==> src/rtl/sramc_pkg.sv <==
// Shared types and helpers for the AHB SRAM controller slave front end.
package sramc_pkg;

  typedef enum logic [1:0] {
    HT_IDLE   = 2'b00,
    HT_BUSY   = 2'b01,
    HT_NONSEQ = 2'b10,
    HT_SEQ    = 2'b11
  } htrans_t;

  typedef enum logic [1:0] {
    RESP_OKAY  = 2'b00,
    RESP_ERROR = 2'b01
  } hresp_t;

  typedef enum logic [2:0] {
    S_IDLE,
    S_RD_WAIT,
    S_RD_DONE,
    S_ERR1,
    S_ERR2
  } slv_state_t;

  localparam hresp_t HRESP_OKAY  = RESP_OKAY;
  localparam hresp_t HRESP_ERROR = RESP_ERROR;

  // 2**size contiguous ones starting at offset, clipped to the bus width
  function automatic logic [7:0] lane_mask(
    input logic [2:0] size,
    input logic [2:0] offset,
    input int         bytes
  );
    logic [15:0] m;
    m = (16'd1 << (16'd1 << size)) - 16'd1;
    m = m << offset;
    m = m & ((16'd1 << bytes) - 16'd1);
    return m[7:0];
  endfunction

endpackage

==> src/rtl/sramc_lane_dec.sv <==
// Bank/lane chip-select decoder with range and alignment checking.
module sramc_lane_dec
  import sramc_pkg::*;
#(
  parameter int DATA_WIDTH      = 32,
  parameter int ADDR_WIDTH      = 32,
  parameter int NUM_BANKS       = 2,
  parameter int SRAM_ADDR_WIDTH = 13,
  localparam int BYTES = DATA_WIDTH / 8,
  localparam int OFS   = $clog2(BYTES),
  localparam int BK    = $clog2(NUM_BANKS),
  localparam int BKW   = (BK > 0) ? BK : 1
) (
  input  logic [ADDR_WIDTH-1:0]      addr,
  input  logic [2:0]                 size,
  output logic [NUM_BANKS*BYTES-1:0] cs,
  output logic [SRAM_ADDR_WIDTH-1:0] word,
  output logic [BKW-1:0]             bank,
  output logic                       err
);

  localparam int TOP = OFS + SRAM_ADDR_WIDTH + BK;

  logic       oor;
  logic       mis;
  logic [3:0] lo;
  logic [3:0] lowm;
  logic [7:0] lanes;

  generate
    if (TOP < ADDR_WIDTH) begin : g_oor
      assign oor = |addr[ADDR_WIDTH-1:TOP];
    end else begin : g_no_oor
      assign oor = 1'b0;
    end
    if (BK > 0) begin : g_bank
      assign bank = addr[OFS+SRAM_ADDR_WIDTH +: BKW];
    end else begin : g_one_bank
      assign bank = '0;
    end
  endgenerate

  assign word  = addr[OFS +: SRAM_ADDR_WIDTH];
  assign lo    = 4'(addr[OFS-1:0]);
  assign lowm  = (4'd1 << size) - 4'd1;
  assign mis   = (int'(size) > OFS) || ((lo & lowm) != 4'd0);
  assign err   = oor | mis;
  assign lanes = lane_mask(size, 3'(addr[OFS-1:0]), BYTES);

  always_comb begin
    cs = '0;
    for (int b = 0; b < NUM_BANKS; b++) begin
      if (!err && bank == BKW'(b)) begin
        cs[b*BYTES +: BYTES] = lanes[BYTES-1:0];
      end
    end
  end

endmodule

==> src/rtl/ahb_sramc_slave_if.sv <==
// AHB-Lite slave front end for a banked, byte-laned synchronous SRAM.
// Define SRAMC_ERR_RESP_EN to answer bad transfers with a 2-cycle ERROR.
module ahb_sramc_slave_if
  import sramc_pkg::*;
#(
  parameter int DATA_WIDTH      = 32,
  parameter int ADDR_WIDTH      = 32,
  parameter int NUM_BANKS       = 2,
  parameter int SRAM_ADDR_WIDTH = 13,
  parameter int RD_LATENCY      = 1
) (
  input  logic                            hclk,
  input  logic                            hresetn,
  input  logic                            hsel,
  input  logic [ADDR_WIDTH-1:0]           haddr,
  input  logic [1:0]                      htrans,
  input  logic                            hwrite,
  input  logic [2:0]                      hsize,
  input  logic [2:0]                      hburst,
  input  logic [DATA_WIDTH-1:0]           hwdata,
  input  logic                            hready,
  output logic                            hready_resp,
  output logic [1:0]                      hresp,
  output logic [DATA_WIDTH-1:0]           hrdata,
  output logic [SRAM_ADDR_WIDTH-1:0]      sram_addr,
  output logic [DATA_WIDTH-1:0]           sram_wdata,
  output logic                            sram_we,
  output logic [NUM_BANKS*DATA_WIDTH/8-1:0] bank_cs,
  input  logic [NUM_BANKS*DATA_WIDTH-1:0] sram_rdata
);

  localparam int BYTES = DATA_WIDTH / 8;
  localparam int BK    = $clog2(NUM_BANKS);
  localparam int BKW   = (BK > 0) ? BK : 1;
  localparam int NCS   = NUM_BANKS * BYTES;

  htrans_t    trans;
  slv_state_t state;
  slv_state_t nxt;
  slv_state_t start_st;
  hresp_t     resp;

  logic                       acc;
  logic                       rdy;
  logic [2:0]                 cnt;
  logic [NCS-1:0]             dec_cs;
  logic [NCS-1:0]             cs_q;
  logic [SRAM_ADDR_WIDTH-1:0] dec_word;
  logic [SRAM_ADDR_WIDTH-1:0] addr_q;
  logic [BKW-1:0]             dec_bank;
  logic [BKW-1:0]             bank_q;
  logic                       dec_err;
  logic                       we_q;
  logic [2:0]                 burst_q;
  logic [DATA_WIDTH-1:0]      rd_slice;
  logic [DATA_WIDTH-1:0]      hrdata_q;

  sramc_lane_dec #(
    .DATA_WIDTH     (DATA_WIDTH),
    .ADDR_WIDTH     (ADDR_WIDTH),
    .NUM_BANKS      (NUM_BANKS),
    .SRAM_ADDR_WIDTH(SRAM_ADDR_WIDTH)
  ) u_dec (
    .addr(haddr),
    .size(hsize),
    .cs  (dec_cs),
    .word(dec_word),
    .bank(dec_bank),
    .err (dec_err)
  );

  assign trans = htrans_t'(htrans);
  assign rdy   = !(state == S_RD_WAIT || state == S_ERR1);
  assign resp  = (state == S_ERR1 || state == S_ERR2)
               ? HRESP_ERROR : HRESP_OKAY;
  assign acc   = hsel && hready && rdy
               && (trans == HT_NONSEQ || trans == HT_SEQ);

  assign hready_resp = rdy;
  assign hresp       = resp;
  assign sram_addr   = addr_q;
  assign sram_wdata  = hwdata;
  assign sram_we     = we_q;
  assign bank_cs     = cs_q;
  assign rd_slice    = sram_rdata[bank_q*DATA_WIDTH +: DATA_WIDTH];
  assign hrdata      = (state == S_RD_DONE) ? rd_slice : hrdata_q;

  always_comb begin
    start_st = S_IDLE;
    if (acc) begin
      if (dec_err) begin
`ifdef SRAMC_ERR_RESP_EN
        start_st = S_ERR1;
`else
        start_st = S_IDLE;
`endif
      end else if (!hwrite) begin
        start_st = S_RD_WAIT;
      end
    end
  end

  always_comb begin
    nxt = state;
    unique case (state)
      S_RD_WAIT: if (cnt == 3'(RD_LATENCY)) nxt = S_RD_DONE;
`ifdef SRAMC_ERR_RESP_EN
      S_ERR1:    nxt = S_ERR2;
      S_ERR2:    nxt = start_st;
`endif
      default:   nxt = start_st;
    endcase
  end

  always_ff @(posedge hclk) begin
    if (!hresetn) begin
      state    <= S_IDLE;
      cnt      <= 3'd1;
      cs_q     <= '0;
      we_q     <= 1'b0;
      addr_q   <= '0;
      bank_q   <= '0;
      burst_q  <= '0;
      hrdata_q <= '0;
    end else begin
      state <= nxt;
      cnt   <= (state == S_RD_WAIT) ? cnt + 3'd1 : 3'd1;
      cs_q  <= '0;
      we_q  <= 1'b0;
      if (state == S_RD_DONE) hrdata_q <= rd_slice;
      if (acc) begin
        addr_q  <= dec_word;
        bank_q  <= dec_bank;
        burst_q <= hburst;
        if (!dec_err) begin
          cs_q <= dec_cs;
          we_q <= hwrite;
        end
`ifndef SRAMC_ERR_RESP_EN
        // bad reads still complete, returning zero data
        else if (!hwrite) hrdata_q <= '0;
`endif
      end
    end
  end

endmodule

==> config.mk <==
export PLATFORM = sky130hd
export DESIGN_NAME = ahb_sramc_slave_if
export DESIGN_NICKNAME = d
export VERILOG_FILES = /design/src/rtl/sramc_pkg.sv /design/src/rtl/sramc_lane_dec.sv /design/src/rtl/ahb_sramc_slave_if.sv
export SDC_FILE = /design/constraint.sdc
export NUM_CORES = 1
export LEC_CHECK = 0
export CELL_PAD_IN_SITES_DETAIL_PLACEMENT = 0
export CELL_PAD_IN_SITES_GLOBAL_PLACEMENT = 2
export CORE_MARGIN = 10
export CORE_UTILIZATION = 18
export DETAILED_ROUTE_END_ITERATION = 8
export PLACE_DENSITY_LB_ADDON = 0.1
export SLEW_MARGIN = 5
export SYNTH_ARGS = -nofsm -noshare
export SYNTH_HDL_FRONTEND = slang
export SYNTH_SLANG_ARGS = --single-unit
==> constraint.sdc <==
create_clock -name hclk -period 3.75 [get_ports hclk]
set_input_delay 0.375 -clock hclk [delete_from_list [all_inputs] [get_ports hclk]]
set_output_delay 0.375 -clock hclk [all_outputs]
set_load 0.1 [all_outputs]
==> run metrics <==
hold slack=441 ps; # clock sinks=60; Max Cap Violations=0; Cell Pwr Density=342 nW/µm²; Mapped Avg Cell Area=~8.8 µm²; DRT iter0 DRCs=87; setup violators final=0; CP Launch Type=flip-flop; ys flop type=dfxtp_1; RSZ-0062 raised after global routing=no; relative slew slack=0.305; postcts setup bufs=0; Worst-path clk slew=50 ps; crit share post-route=0.718; first-pass GRT wire length=16400 µm; TritonCTS clock tree=done; Die Wd=between 100 and 150 µm; layout cells sized above 1=0.126; HP Class=reg -> reg; clk_skew=3.36 ps; final wirelength=10900 µm; wire per inst=~16 µm; P&R area growth vs syn=60.9%; initial core utilization=0.183; CP Class=reg -> out; P_leak=0.00168 µW; depth of the CTS H-tree=3; placed cell areas=4420 µm²; Vias=~2700; worst-path fanout max=48; gp weighted congestion=0.684; number of synthesis warnings=0; port buffer count=160; pin count of the biggest net entering global routing=49; final hold vios=0; Post-synth ARST share=0; worst-margin pin slew=about 1000 ps; Worst EP arrival=2320 ps; Seq/Total Area, Yosys=0.412; core area=15900 µm²; vias in the first global route=2836; Pre-Repair DR Iteration Count=4; Num CTS Buffers=9; final net count=about 600; CTS resizes=0; Syn Inst Count=approximately 330; Final ANT Viol Nets=0; crit path time final=2690 ps; GRT Total Usage=0.0981; Design Power=1600 µW; fin. max-slew vios=0; grt total ovfl=0; non-filler cells, final=675; post-detail-place hpwl=8370 µm; status=completed; io pins=230; Cells after DPL=659; final instance area=4690 µm²; initial antenna violation count=0; DRC Markers=0; Synth cell types=32; Worst Setup End Kind=output port; Ant. Diodes=0; synthesis-stage register bit count=60; DR vias/cell=roughly 4; Mapped Nets=474; root buf cell=clkbuf_16; num rows=46; Max Freq=around 0.37 GHz; Die ar.=around 22000 µm²; CTS Buffer Depth=2; Chip Height=147 µm; worst skew pair latency=320 ps; EDFF count, synth=0; post-route setup TNS=0 ps; hold_buf cts=0; mapped cell area=between 2000 and 3000 µm²; Worst EP required=3380 ps; Max VDD drop=around 0.18 mV
## stage by stage
| stage | utilization | worst slack [ps] |
|---|---|---|
| after CTS | 0.295 | 990 |
| after detailed placement | 0.279 | 1120 |
| after global routing | 0.295 | 815 |
| final | 0.295 | 1060 |
| after floorplan | - | 412 |
| after global placement | 0.279 | 1120 |
## critical path: stages, from the launching register on
cell and delay [ps]:
dfxtp_1 330, nand2b_2 590, buf_4 410, o21ai_0 270
buf_4 350
## report_power, final
| part | switching (µW) | internal [µW] | total, µW |
|---|---|---|---|
| Sequential | 6.44 | 643 | 650 |
| Combinational | 89.8 | 124 | 213 |
| Clock | 275 | 463 | 738 |
## layer usage
layer  share of wire  GRT usage  up-vias
met5               0          0        -
met4           0.014     0.0446        0
met3           0.083     0.0408       12
met2            0.44      0.148      118
met1            0.46      0.119     1205
li1                -          -     1358
## sequential cells by signal, summed over array words and instances, names as in the netlist
| name | cells |
|---|---|
| bank_cs | 8 |
| bank_q | 1 |
| cnt | 3 |
| hrdata_q | 32 |
| sram_addr | 13 |
| sram_we | 1 |
| state | 2 |
## cell families after synthesis
kind of cell | Yosys count | synth area share
simple gates | 92 | 0.153
other cells | 1 | 0.00129
xor+xnor | 1 | 0.00301
flops | 60 | 0.412
compound gates | 86 | 0.191
buf+inv | 57 | 0.121
mux | 32 | 0.110
fa+ha+maj | 2 | 0.00859
## cell type report
| cell class | count | area, µm² |
|---|---|---|
| fillers | 1733 | 11200 |
| repair buffers | 167 | 1570 |
| multi-input cells | 214 | 1370 |
| flip-flops and latches | 60 | 1200 |
| well taps | 216 | 270 |
| clock buffers | 14 | 254 |
| clock inverters | 2 | 10.0 |
| inverters | 2 | 7.51 |
## cell usage after synthesis, types with 2 or more instances
master	n	area [µm²]
nand2_1	61	229
dfxtp_1	60	1200
buf_4	34	255
o21ai_0	34	170
o21a_1	33	248
mux2i_1	32	320
a21boi_0	14	105
clkbuf_1	10	37.5
buf_2	9	45.0
nor2_1	7	26.3
and3_1	4	25.0
and4_1	4	35.0
nor4_1	3	18.8
a21oi_1	2	10.0
buf_1	2	7.51
ha_1	2	25.0
inv_1	2	7.51
nand4_1	2	12.5
nor2b_1	2	12.5
nor4b_2	2	30.0
## final timing paths
| path | from | endpoint | slack [ps] | cells after the start |
|---|---|---|---|---|
| min | cnt[0] | cnt[0] | 440 | 1 |
| min reg2reg | cnt[0] | cnt[0] | 440 | 1 |
| max reg2reg | state[0] | hrdata_q[28] | 1890 | 4 |
| max | state[0] | hrdata[28] | 1060 | 4 |
## placed cells by master, fill, tap and decap left out, types with 3 or more instances in the layout
cell type        instances
mux2i_1                 32
o21a_1                  33
nor2_1                   6
dfxtp_1                 59
nand2_1                 61
nor4_1                   3
buf_4                   39
o21ai_0                 34
and3_1                   4
a21boi_0                14
clkbuf_1                 4
clkbuf_16                9
clkdlybuf4s50_1        128
and4_1                   4
No activity file was read; power rests on OpenSTA's default activity.
